[src/rtl/keypad_code_lock_pkg.sv]
// Shared definitions for the keypad code lock: lock states, default timing and timer sizing.
// Pure declarations; no logic, no latency, no flow control.
package keypad_code_lock_pkg;

   typedef enum logic [1:0] {
      ST_LOCKED   = 2'd0,
      ST_UNLOCKED = 2'd1,
      ST_LOCKOUT  = 2'd2
   } lock_state_t;

   localparam int DEF_UNLOCK_CYC  = 500;
   localparam int DEF_LOCKOUT_CYC = 1000;

   // Wide enough to hold the larger of the two reload values (cycles-1).
   function automatic int timer_width(input int a, input int b);
      int m;
      m = (a > b) ? a : b;
      return (m < 2) ? 1 : $clog2(m);
   endfunction

endpackage

[src/rtl/keypad_code_lock_timer.sv]
// Loadable down counter that saturates at zero; load wins over enable.
// Count updates one cycle after load/enable; no backpressure.
module keypad_code_lock_timer #(
   parameter int W = 10
) (
   input  logic         i_clock,
   input  logic         i_clear,
   input  logic         i_load,
   input  logic [W-1:0] i_load_val,
   input  logic         i_en,
   output logic [W-1:0] o_count,
   output logic         o_zero
);

   logic [W-1:0] r_count;

   always_ff @(posedge i_clock or posedge i_clear) begin
      if (i_clear) begin
         r_count <= '0;
      end else if (i_load) begin
         r_count <= i_load_val;
      end else if (i_en && (r_count != '0)) begin
         r_count <= r_count - W'(1);
      end
   end

   assign o_count = r_count;
   assign o_zero  = (r_count == '0);

endmodule

[src/rtl/keypad_code_lock.sv]
// Keypad door lock: buffers a CODE_LEN-digit code, checks it, relocks on a timer, locks out after MAX_TRIES misses.
// All outputs registered, effects visible one cycle after the strobe; strobes are never stalled.
module keypad_code_lock
   import keypad_code_lock_pkg::*;
#(
   parameter int DIGIT_W      = 4,
   parameter int CODE_LEN     = 4,
   parameter int MAX_TRIES    = 3,
   parameter int LOCKOUT_CYC  = DEF_LOCKOUT_CYC,
   parameter int UNLOCK_CYC   = DEF_UNLOCK_CYC,
   parameter logic [CODE_LEN*DIGIT_W-1:0] DEFAULT_CODE = {CODE_LEN{4'hA}}
) (
   input  logic                             i_clock,
   input  logic                             i_clear,
   input  logic                             i_digit_valid,
   input  logic [DIGIT_W-1:0]               i_digit,
   input  logic                             i_enter,
   input  logic                             i_cancel,
   input  logic                             i_program_req,
   output logic                             o_door_lock,
   output logic                             o_alarm,
   output logic                             o_locked_out,
   output logic                             o_code_updated,
   output logic [$clog2(MAX_TRIES+1)-1:0]   o_attempts
);

   localparam int CODE_W = CODE_LEN * DIGIT_W;
   localparam int CNT_W  = $clog2(CODE_LEN + 1);
   localparam int ATT_W  = $clog2(MAX_TRIES + 1);
   localparam int TMR_W  = timer_width(LOCKOUT_CYC, UNLOCK_CYC);
   localparam logic [CNT_W-1:0] CNT_FULL     = CNT_W'(CODE_LEN);
   localparam logic [ATT_W-1:0] ATT_MAX      = ATT_W'(MAX_TRIES);
   localparam logic [TMR_W-1:0] UNLOCK_LOAD  = TMR_W'(UNLOCK_CYC - 1);
   localparam logic [TMR_W-1:0] LOCKOUT_LOAD = TMR_W'(LOCKOUT_CYC - 1);

   lock_state_t       r_state;
   logic [CODE_W-1:0] r_buf;
   logic [CODE_W-1:0] r_code;
   logic [CNT_W-1:0]  r_cnt;
   logic              r_ovf;
   logic              r_door_lock;
   logic              r_alarm;
   logic              r_locked_out;
   logic              r_code_updated;
   logic [ATT_W-1:0]  r_attempts;

   logic              w_enter;
   logic              w_full_ok;
   logic              w_match;
   logic [ATT_W-1:0]  w_att_inc;
   logic              w_tmr_load;
   logic [TMR_W-1:0]  w_tmr_val;
   logic              w_tmr_en;
   logic              w_tmr_zero;
   logic [TMR_W-1:0]  w_tmr_count_unused;

   assign w_enter   = i_enter & ~i_cancel;
   assign w_full_ok = (r_cnt == CNT_FULL) && !r_ovf;
   assign w_match   = w_full_ok && (r_buf == r_code);
   assign w_att_inc = r_attempts + ATT_W'(1);
   assign w_tmr_en  = (r_state != ST_LOCKED);

   // Every move into LOCKED loads zero so the timer rests at zero there.
   always_comb begin
      w_tmr_load = 1'b0;
      w_tmr_val  = '0;
      case (r_state)
         ST_LOCKED: begin
            if (w_enter && w_match) begin
               w_tmr_load = 1'b1;
               w_tmr_val  = UNLOCK_LOAD;
            end else if (w_enter && (w_att_inc == ATT_MAX)) begin
               w_tmr_load = 1'b1;
               w_tmr_val  = LOCKOUT_LOAD;
            end
         end
         ST_UNLOCKED: begin
            if (!w_tmr_zero && w_enter && !i_program_req) begin
               w_tmr_load = 1'b1;
            end else if (!w_tmr_zero && w_enter && w_full_ok) begin
               w_tmr_load = 1'b1;
               w_tmr_val  = UNLOCK_LOAD;
            end
         end
         default: ;
      endcase
   end

   keypad_code_lock_timer #(
      .W (TMR_W)
   ) u_timer (
      .i_clock    (i_clock),
      .i_clear    (i_clear),
      .i_load     (w_tmr_load),
      .i_load_val (w_tmr_val),
      .i_en       (w_tmr_en),
      .o_count    (w_tmr_count_unused),
      .o_zero     (w_tmr_zero)
   );

   always_ff @(posedge i_clock or posedge i_clear) begin
      if (i_clear) begin
         r_state        <= ST_LOCKED;
         r_buf          <= '0;
         r_cnt          <= '0;
         r_ovf          <= 1'b0;
         r_code         <= DEFAULT_CODE;
         r_door_lock    <= 1'b1;
         r_alarm        <= 1'b0;
         r_locked_out   <= 1'b0;
         r_code_updated <= 1'b0;
         r_attempts     <= '0;
      end else begin
         r_code_updated <= 1'b0;

         if ((r_state == ST_LOCKOUT) || i_cancel || i_enter) begin
            r_buf <= '0;
            r_cnt <= '0;
            r_ovf <= 1'b0;
         end else if (i_digit_valid) begin
            r_buf <= CODE_W'({r_buf, i_digit});
            if (r_cnt == CNT_FULL) r_ovf <= 1'b1;
            else                   r_cnt <= r_cnt + CNT_W'(1);
         end

         case (r_state)
            ST_LOCKED: begin
               if (w_enter && w_match) begin
                  r_state     <= ST_UNLOCKED;
                  r_door_lock <= 1'b0;
                  r_attempts  <= '0;
                  r_alarm     <= 1'b0;
               end else if (w_enter) begin
                  r_attempts <= w_att_inc;
                  if (w_att_inc == ATT_MAX) begin
                     r_state      <= ST_LOCKOUT;
                     r_alarm      <= 1'b1;
                     r_locked_out <= 1'b1;
                  end
               end
            end
            ST_UNLOCKED: begin
               // Expiry beats a simultaneous enter, including a program request.
               if (w_tmr_zero || (w_enter && !i_program_req)) begin
                  r_state     <= ST_LOCKED;
                  r_door_lock <= 1'b1;
               end else if (w_enter && w_full_ok) begin
                  r_code         <= r_buf;
                  r_code_updated <= 1'b1;
               end
            end
            ST_LOCKOUT: begin
               if (w_tmr_zero) begin
                  r_state      <= ST_LOCKED;
                  r_locked_out <= 1'b0;
                  r_attempts   <= '0;
               end
            end
            default: r_state <= ST_LOCKED;
         endcase
      end
   end

   assign o_door_lock    = r_door_lock;
   assign o_alarm        = r_alarm;
   assign o_locked_out   = r_locked_out;
   assign o_code_updated = r_code_updated;
   assign o_attempts     = r_attempts;

endmodule
[config.mk]
export PLATFORM = sky130hd
export DESIGN_NAME = keypad_code_lock
export DESIGN_NICKNAME = d
export VERILOG_FILES = /design/src/rtl/keypad_code_lock_pkg.sv /design/src/rtl/keypad_code_lock_timer.sv /design/src/rtl/keypad_code_lock.sv
export SDC_FILE = /design/constraint.sdc
export NUM_CORES = 1
export LEC_CHECK = 0
export CAP_MARGIN = 20
export CORE_MARGIN = 10
export CORE_UTILIZATION = 44
export DETAILED_ROUTE_END_ITERATION = 6
export SETUP_SLACK_MARGIN = 0.2
export SLEW_MARGIN = 10
export SYNTH_ARGS = -nofsm -noshare
export SYNTH_HDL_FRONTEND = slang
export SYNTH_SLANG_ARGS = --single-unit
[constraint.sdc]
create_clock -name i_clock -period 3.2 [get_ports i_clock]
set_input_delay 0.48 -clock i_clock [delete_from_list [all_inputs] [get_ports i_clock]]
set_output_delay 0.48 -clock i_clock [all_outputs]
set_load 0.01 [all_outputs]
-- Yosys cells after proc, flatten, opt, wreduce, memory -nomap -nowiden
Cells that the tools add are included.
W data, S select, Z words.
- flip-flop bits (word level): 54
- input port bits: 10
- output and inout bits: 6
- word-level logic and storage cells: 107
- add/sub/neg operators: 3
- equality and inequality tests: 14
- muxes and demuxes: 41
- bitwise gates (word level): 3
- reductions and logical operators: 35
- operators with widths (cell ; number):
    $mux W10 ; 4
    $mux W16 ; 2
    $pmux W10 S2 ; 1
    $mux W9 ; 2
    $mux W1 ; 17
    $eq A16 B16 Y1 ; 1
    $reduce_bool A2 Y1 ; 8
    $mux W2 ; 7
    $ne A2 B2 Y1 const B ; 6
    $reduce_and A3 Y1 ; 4
    $logic_and A1 B1 Y1 ; 10
    $logic_not A10 Y1 ; 1
    $reduce_bool A10 Y1 ; 1
    $sub A10 B1 Y10 const B ; 1
    $mux W3 ; 3
    $ne A3 B3 Y1 const B ; 2
    $pmux W1 S2 ; 3
    $pmux W2 S3 ; 1
    $reduce_and A5 Y1 ; 1
    $eq A2 B2 Y1 const B ; 2
    $pmux W2 S2 ; 1
    $reduce_and A2 Y1 ; 2
    $reduce_and A4 Y1 ; 1
    $add A3 B1 Y3 const B ; 1
    9 further kinds ; 14

-- Longest topological paths before layout
Gate-level depths: netlist of the first run.
- word-level depth: 8
- depth in mapped cells: 10
- mapped depth without buffers: 9

-- Cells and area by module
Synthesis of the first run repeated with hierarchy kept, for this count alone.
- cell total of the unflattened synthesis: 292
- area, all modules: 2772.7 µm²
- modules (own cells, without submodules) (module ; instances ; cells an instance ; area an instance (µm²) ; sequential area each (µm²)):
    keypad_code_lock ; 1 ; 216 ; 2108.3 ; 1112.3
    keypad_code_lock_timer ; 1 ; 76 ; 664.4 ; 250.2

-- Worst setup path after synthesis of the first run
OpenSTA, ideal clock, no wires.
- kind: register to register
- start point: reg r_cnt[0]
- end point: reg r_code[0]
- arrival time: 2.142 ns
- setup slack: 0.930 ns
- stages on the path, launching flop included: 10
- period minus slack after synthesis: 2.270 ns
- path through: dfrtp_1 > inv_1 > ha_1 > nand2_1 > or3_1 > or4_4 > buf_6 > clkinv_2 > buf_6 > mux2_1
- longest elaborated chain between the ends: 4
- ends and longest elaborated chain (what ; line ; source):
    start, declared ; keypad_code_lock.sv:39 ; logic [CNT_W-1:0] r_cnt;
    start signal, assigned ; keypad_code_lock.sv:123 ; else r_cnt <= r_cnt + CNT_W'(1);
    $eq A3 B3 Y1 ; keypad_code_lock.sv:58 ; assign w_full_ok = (r_cnt == CNT_FULL) && !r_ovf;
    $logic_and A1 B1 Y1 ; keypad_code_lock.sv:58 ;
    $logic_and A1 B1 Y1 ; keypad_code_lock.sv:147 ; end else if (w_enter && w_full_ok) begin
    $reduce_and A3 Y1 (no source line) ; - ;
    end signal, assigned ; keypad_code_lock.sv:148 ; r_code <= r_buf;
    end, declared ; keypad_code_lock.sv:38 ; logic [CODE_W-1:0] r_code;
No other way between the ends.
A chain may end at the register's enable or synchronous reset.

-- Worst setup path after layout of the first run
- start point: in i_enter
- end point: reg r_code[4]
- longest elaborated chain between the ends: 5
- elaborated cells between the ends (all ways): 6
- ends and longest elaborated chain (what ; line ; source):
    start, declared ; keypad_code_lock.sv:17 ; input logic i_enter,
    $and A1 B1 Y1 (*) ; keypad_code_lock.sv:57 ; assign w_enter = i_enter & ~i_cancel;
    $logic_and A1 B1 Y1 ; keypad_code_lock.sv:144 ; if (w_tmr_zero || (w_enter && !i_program_req)) begin
    $logic_or A1 B1 Y1 ; keypad_code_lock.sv:144 ;
    $not A1 Y1 (no source line) ; - ;
    $reduce_and A3 Y1 (no source line) (*) ; - ;
Every way passes the cells marked *; elsewhere a longest branch is shown, timed or not.

==> run_results.csv, run 1 <==
group,metric,value,unit
power,p_comb_share,24.6,%
timing,fin_crit_sh,77.46,%
yosys,synth_cell_types,46,
clocking,post-cts-setup-buffers,0,
critical_path,r2r_slack,0.74,ns
global_routing,track_usage,11.35,%
final_layout,ff_latch_area,1363,um2
floorplan,start_util,45.91,%
yosys,yosysWarnings,0,
yosys,synth_area,2766,um2
timing,max_slew.worst_pin.slew,0.8604,ns
power,p_per_area,565.1,nW/um2
yosys,synth_edf_count,0,
routing,avgRoutedWirePerCell,15.51,um
critical_path,worstPathMaxFanout,13,
global_routing,grt_overflow,0,
yosys,synthArstFlopShare,100.0,%
yosys,seq_area_frac_synth,49.25,%
yosys,syn-num-nets,273,
yosys,synth_area_leader_cell,"dfrtp_1",
critical_path,crit_path_start_kind,"primary input",
power,p_sw,0.5685,mW
routing,routed_wl,5399,um
placed_design,routabilityCongestion,0.7826,
routing,wl_met1,2798,um
clocking,tritoncts,"yes",
critical_path,rr_worst_depth,7,
floorplan,dieArea,9859,um2
routing,drt_first_iter_violations,46,
critical_path,rr_endpoint,"u_timer.o_count[7]",
critical_path,r2r_start,"u_timer.o_count[6]",
yosys,avgSynthCellArea,10.72,um2
power,p_int,1.163,mW
critical_path,crit_path_start,"i_enter",
clocking,clk_latency,0.31,ns
final_layout,multi_input_area,1297,um2
timing,fin_crit,2.479,ns
global_routing,grt_antenna_before_repair,0,
floorplan,rows,28,
hold_path,hp-class,"reg2reg",
power,clockPowerShare,24.0,%
floorplan,core_area,6026,um2
yosys,synthTopCellsByArea,"dfrtp_1, dfstp_2, mux2i_1",
final_layout,final_nets,287,
timing,setup_violations,0,
timing,fmax,403.4,MHz
floorplan,die_h,99.29,um
placed_design,dpl_cell_area,2965,um2
routing,routed.top_layer,"met4",
power,p_leak,1.396,nW
clocking,path_clk_slew,0.10,ns
timing,slew_headroom,42.49,%
routing,drcViolationCount,0,
clocking,hold_buffers,0,
timing,worst_slack,0.7212,ns
routing,drt-pass1-iter-count,4,
final_layout,areaGrowthSynthToFinish,10.76,%
placed_design,numPortBuffers,15,
clocking,cts_max_path_buffers,2,
yosys,synth-main-ff-cell,"dfrtp_1",
global_routing,grt_max_degree,35,
placed_design,dp.cells,340,
final_layout,fin_cells,348,
timing,grt_setup_unrepaired,"no",
critical_path,cp_data_arrival_time,2.69,ns
critical_path,critPathRequiredTime,3.41,ns
placed_design,dpl_worst_slack,0.3827,ns
clocking,clock_tree.root_cell,"clkbuf_8",
clocking,post_cts_resized,0,
power,p_sw_share,32.83,%
routing,vias_per_cell,5.448,
clocking,htreeDepth,2,
yosys,synth-seq-cells,54,
power,max-vdd-ir-drop,0.0002701,V
clocking,cts_buffers,5,
yosys,synth_cells,258,
timing,hold_violations,0,
final_layout,fillers,558,
timing,setup_tns,0,ns
timing,whs,0.4960,ns
placed_design,dp_hpwl,3767,um
timing,drv_slew,0,
yosys,yosys-top-cells-count,"dfrtp_1, nor2_1, mux2i_1",
hold_path,whs_path_depth,1,
final_layout,diodes,0,
outcome,status,"finished, final reports clean",
critical_path,critPathCapture,"r_code[4]",
critical_path,critPathCaptureType,"flip-flop",
global_routing,first_global_vias,1862,
critical_path,critical_path_class,"in2reg",
power,power_frac_seq,51.3,%
routing,antenna_left,0,
final_layout,final_layout_size_suffix_gt1_share,15.02,%
floorplan,die_x,99.29,um
final_layout,design_area,3064,um2
timing,skew,0.005323,ns
routing,wl_met2,2323,um
routing,vias,1896,
floorplan,io_pins,16,
routing,route.met3.wl,199,um
yosys,synthMostInstantiatedCell,"dfrtp_1",
run,maxCapViolations,0,
clocking,cts_num_sinks,54,
yosys,synth_top_cell_area_share,40.71,%
global_routing,grt_first_pass_wirelength,9211,um
[metrics by stage]
step | utilization [%] | power (mW)
floorplan | - | 1.179
global placement | 49.21 | 1.320
detailed placement | 49.21 | 1.331
CTS | 50.85 | 1.748
global route | 50.85 | 1.847
finish | 50.85 | 1.732
[layer usage]
metal  global-route usage (%)  vias to the layer above
met1                    15.74                      934
li1                         -                      932
met2                    16.38                       24
met4                    3.969                        0
met3                    3.253                        6
met5                        0                        -
[worst min-delay path by stage]
stage | startpoint | to
floorplan | r_ovf | r_ovf
CTS | o_alarm | o_alarm
global placement | o_alarm | o_alarm
global route | o_alarm | o_alarm
finish | o_alarm | o_alarm
detailed placement | o_alarm | o_alarm
[final cells by class]
| type | instances | area share, % |
|---|---|---|
| inverters | 8 | 1.021 |
| repair buffers | 19 | 5.880 |
| clock buffers | 6 | 2.695 |
| flip-flops and latches | 54 | 44.47 |
| multi-input cells | 184 | 42.34 |
| clock inverters | 2 | 0.5308 |
| well taps | 75 | 3.062 |
[layout by cell type, fill, tap and decap left out, drive strengths merged, types with 2 or more instances in the layout]
cell / count
inv: 8
dfstp: 9
nand2b: 2
nand4: 5
and4b: 2
mux2i: 17
a21oi: 12
a21boi: 3
xor2: 4
ha: 5
o31ai: 2
mux2: 16
clkdlybuf4s50: 15
nor4b: 2
or3: 3
nand3: 5
nor2: 35
clkbuf: 6
o22ai: 5
buf: 4
nand2: 14
a31oi: 3
nor4: 3
nor3: 7
and3: 5
o21ai: 7
dfrtp: 45
xnor2: 16
[state kept, by name (all words and copies together) (netlist names)]
signal	flops
r_state	2
o_code_updated	1
o_attempts	2
r_buf	16
r_code	16
u_timer.o_count	10
r_cnt	3
o_door_lock	1
o_locked_out	1
o_alarm	1
r_ovf	1
[power groups by stage]
stage / combinational, mW / clock [mW] / sequential [mW]
3_5_place_dp: 0.431 / 0 / 0.900
6_report: 0.427 / 0.416 / 0.889
5_1_grt: 0.483 / 0.458 / 0.905
2_1_floorplan: 0.303 / 0 / 0.877
4_1_cts: 0.432 / 0.429 / 0.888
3_3_place_gp: 0.421 / 0 / 0.899
[critical path, cell delays in order]
cell	delay, ns
clkdlybuf4s50_1	0.54
nand2b_4	0.09
or3_1	0.40
or4_4	0.61
clkinv_2	0.21
mux2_2	0.35
[cell families (layout without fill, tap and decap cells)]
group	Yosys count	count (layout)	share of synthesized area (%)
AOI/OAI and AO/OA	39	39	8.956
DFF	54	54	49.25
adders and majority gates	5	5	2.261
buffers and inverters	20	35	3.844
muxes	33	33	13.48
and+or+nand+nor	87	87	15.88
xor gates and xnor gates	20	20	6.332
(Power assumes the default switching activity.)
==> run 2: changes to the inputs <==
==> constraint.sdc (replaced) <==
create_clock -name i_clock -period 2.6 [get_ports i_clock]
set_input_delay 0.39 -clock i_clock [delete_from_list [all_inputs] [get_ports i_clock]]
set_output_delay 0.39 -clock i_clock [all_outputs]
set_load 0.01 [all_outputs]
==> run 2 against run 1 <==
  * Flip-flop and latch count stayed put
  * Register-to-register slack worse by 0.37 ns
  * Cell count increased by 2.6%
  * Die area is the same
  * Power rose by 23%
  * Worst setup slack got worse by 0.35 ns
  * Critical path depth grew 1
  * Non-clock buffer count is 9 higher
  * Clock skew increased by 0.0026 ns
  * Utilization rose by 1.3 points
  * Critical path type is now reg2reg
==> run_results.csv, run 2 (same netlist as run 1, synthesis figures left out) <==
group,metric,value,unit
global_routing,grt_first_pass_wirelength,9425,um
routing,drt_first_iter_violations,85,
timing,fmax,448.9,MHz
floorplan,start_util,45.91,%
power,p_sw_share,32.28,%
timing,setup_tns,0,ns
critical_path,critPathCaptureType,"flip-flop",
final_layout,diodes,0,
power,p_sw,0.6902,mW
placed_design,routabilityCongestion,0.8296,
routing,routed_wl,5357,um
critical_path,r2r_slack,0.37,ns
power,clockPowerShare,23.4,%
routing,vias_per_cell,5.440,
timing,setup_violations,0,
clocking,clk_latency,0.31,ns
clocking,path_clk_slew,0.10,ns
floorplan,dieArea,9859,um2
routing,vias,1942,
final_layout,areaGrowthSynthToFinish,13.66,%
critical_path,worstPathMaxFanout,7,
clocking,htreeDepth,2,
clocking,cts_max_path_buffers,2,
critical_path,rr_worst_depth,7,
floorplan,die_x,99.29,um
outcome,status,"finished, final reports clean",
clocking,cts_buffers,5,
clocking,cts_num_sinks,54,
global_routing,grt_overflow,0,
timing,skew,0.007939,ns
timing,max_slew.worst_pin.slew,0.7228,ns
global_routing,grt_max_degree,30,
global_routing,grt_antenna_before_repair,0,
placed_design,numPortBuffers,15,
floorplan,io_pins,16,
critical_path,critPathRequiredTime,2.80,ns
routing,antenna_left,0,
floorplan,core_area,6026,um2
global_routing,track_usage,11.37,%
timing,slew_headroom,51.81,%
final_layout,layout_common_cells,"dfrtp_1, nor2_1, mux2i_1, xnor2_1, clkdlybuf4s50_1",
run,maxCapViolations,0,
power,p_int,1.448,mW
final_layout,final_layout_size_suffix_gt1_share,18.79,%
power,p_per_area,680.1,nW/um2
floorplan,rows,28,
critical_path,cp_data_arrival_time,2.43,ns
final_layout,final_nets,296,
timing,fin_crit,2.228,ns
routing,drt-pass1-iter-count,4,
timing,hold_violations,0,
final_layout,fillers,563,
hold_path,hp-class,"in2async",
critical_path,crit_path_start_kind,"flip-flop",
power,p_leak,1.441,nW
global_routing,first_global_vias,1905,
power,p_comb_share,25.3,%
placed_design,dp_hpwl,3889,um
timing,worst_slack,0.3723,ns
clocking,hold_buffers,0,
critical_path,critical_path_class,"reg2reg",
routing,avgRoutedWirePerCell,15.01,um
power,power_frac_seq,51.2,%
floorplan,die_h,99.29,um
clocking,tritoncts,"yes",
critical_path,rr_endpoint,"r_code[8]",
placed_design,dpl_worst_slack,0.03536,ns
timing,grt_setup_unrepaired,"no",
final_layout,mostFrequentLayoutCell,"dfrtp_1",
power,p_total,2.138,mW
critical_path,r2r_start,"r_cnt[0]",
power,max-vdd-ir-drop,0.0004298,V
routing,drcViolationCount,0,
timing,fin_crit_sh,85.68,%
clocking,clock_tree.root_cell,"clkbuf_8",
timing,drv_slew,0,
[run 2: how the worst max path moves through the flow]
| stage | start | endpoint | slack [ns] | cells after the start |
|---|---|---|---|---|
| floorplan | r_cnt[0] | r_code[0] | 0.33 | 9 |
| global placement | i_enter | u_timer.o_count[7] | 0.09 | 9 |
| detailed placement | i_enter | u_timer.o_count[7] | 0.04 | 9 |
| CTS | r_cnt[0] | u_timer.o_count[7] | 0.25 | 10 |
| global route | u_timer.o_count[6] | u_timer.o_count[2] | 0.21 | 8 |
| finish | r_cnt[0] | r_code[8] | 0.37 | 7 |
[run 2: final cells by class]
type	instances	area, um2	area share, %
clock buffer	6	82.58	2.626
clock inverter	2	16.27	0.5173
inverter	8	35.03	1.114
multi-input combinational	184	1306	41.54
sequential	54	1363	43.33
tap	75	93.84	2.984
timing repair buffer	28	247.7	7.879
[run 2: power by group through the flow]
| stage | Clock [mW] | Sequential (mW) | Combinational (mW) |
|---|---|---|---|
| 2_1_floorplan | 0 | 1.08 | 0.372 |
| 3_3_place_gp | 0 | 1.11 | 0.541 |
| 3_5_place_dp | 0 | 1.11 | 0.548 |
| 4_1_cts | 0.518 | 1.09 | 0.549 |
| 5_1_grt | 0.552 | 1.12 | 0.623 |
| 6_report | 0.501 | 1.10 | 0.542 |
[run 2: stage by stage]
stage          util (%)  cell area (um2)  instances  hold slack (ns)
6_report          52.18             3144        357           0.4588
5_1_grt           52.18             3144        357           0.5055
4_1_cts           51.85             3124        356           0.4803
3_5_place_dp      50.21             3025        348           0.4659
3_3_place_gp      50.21             3025        348           0.4615
2_1_floorplan         -             2766        258           0.4724
[run 2: worst max-delay path, cell delays in order (launching register included)]
cell     delay (ns)
dfrtp_1        0.39
inv_1          0.09
ha_2           0.20
nand2_1        0.10
or3_4          0.36
or4_4          0.47
buf_4          0.20
mux2_4         0.30
[run 2: timing repair]
item	CTS	global route
endpoints found under the setup margin	0	5
hold endpoints to repair	0	0
gates resized for setup	0	5
setup buffers	0	1
[run 2: routing by layer]
layer	GRT usage [%]	vias to the layer above	routed length, um	part of all wire (%)
met5	0	-	0	0
met4	4.190	0	62	1.2
met3	2.699	6	201	3.8
met2	16.53	24	2323	43
met1	15.92	955	2770	52
li1	-	957	-	-
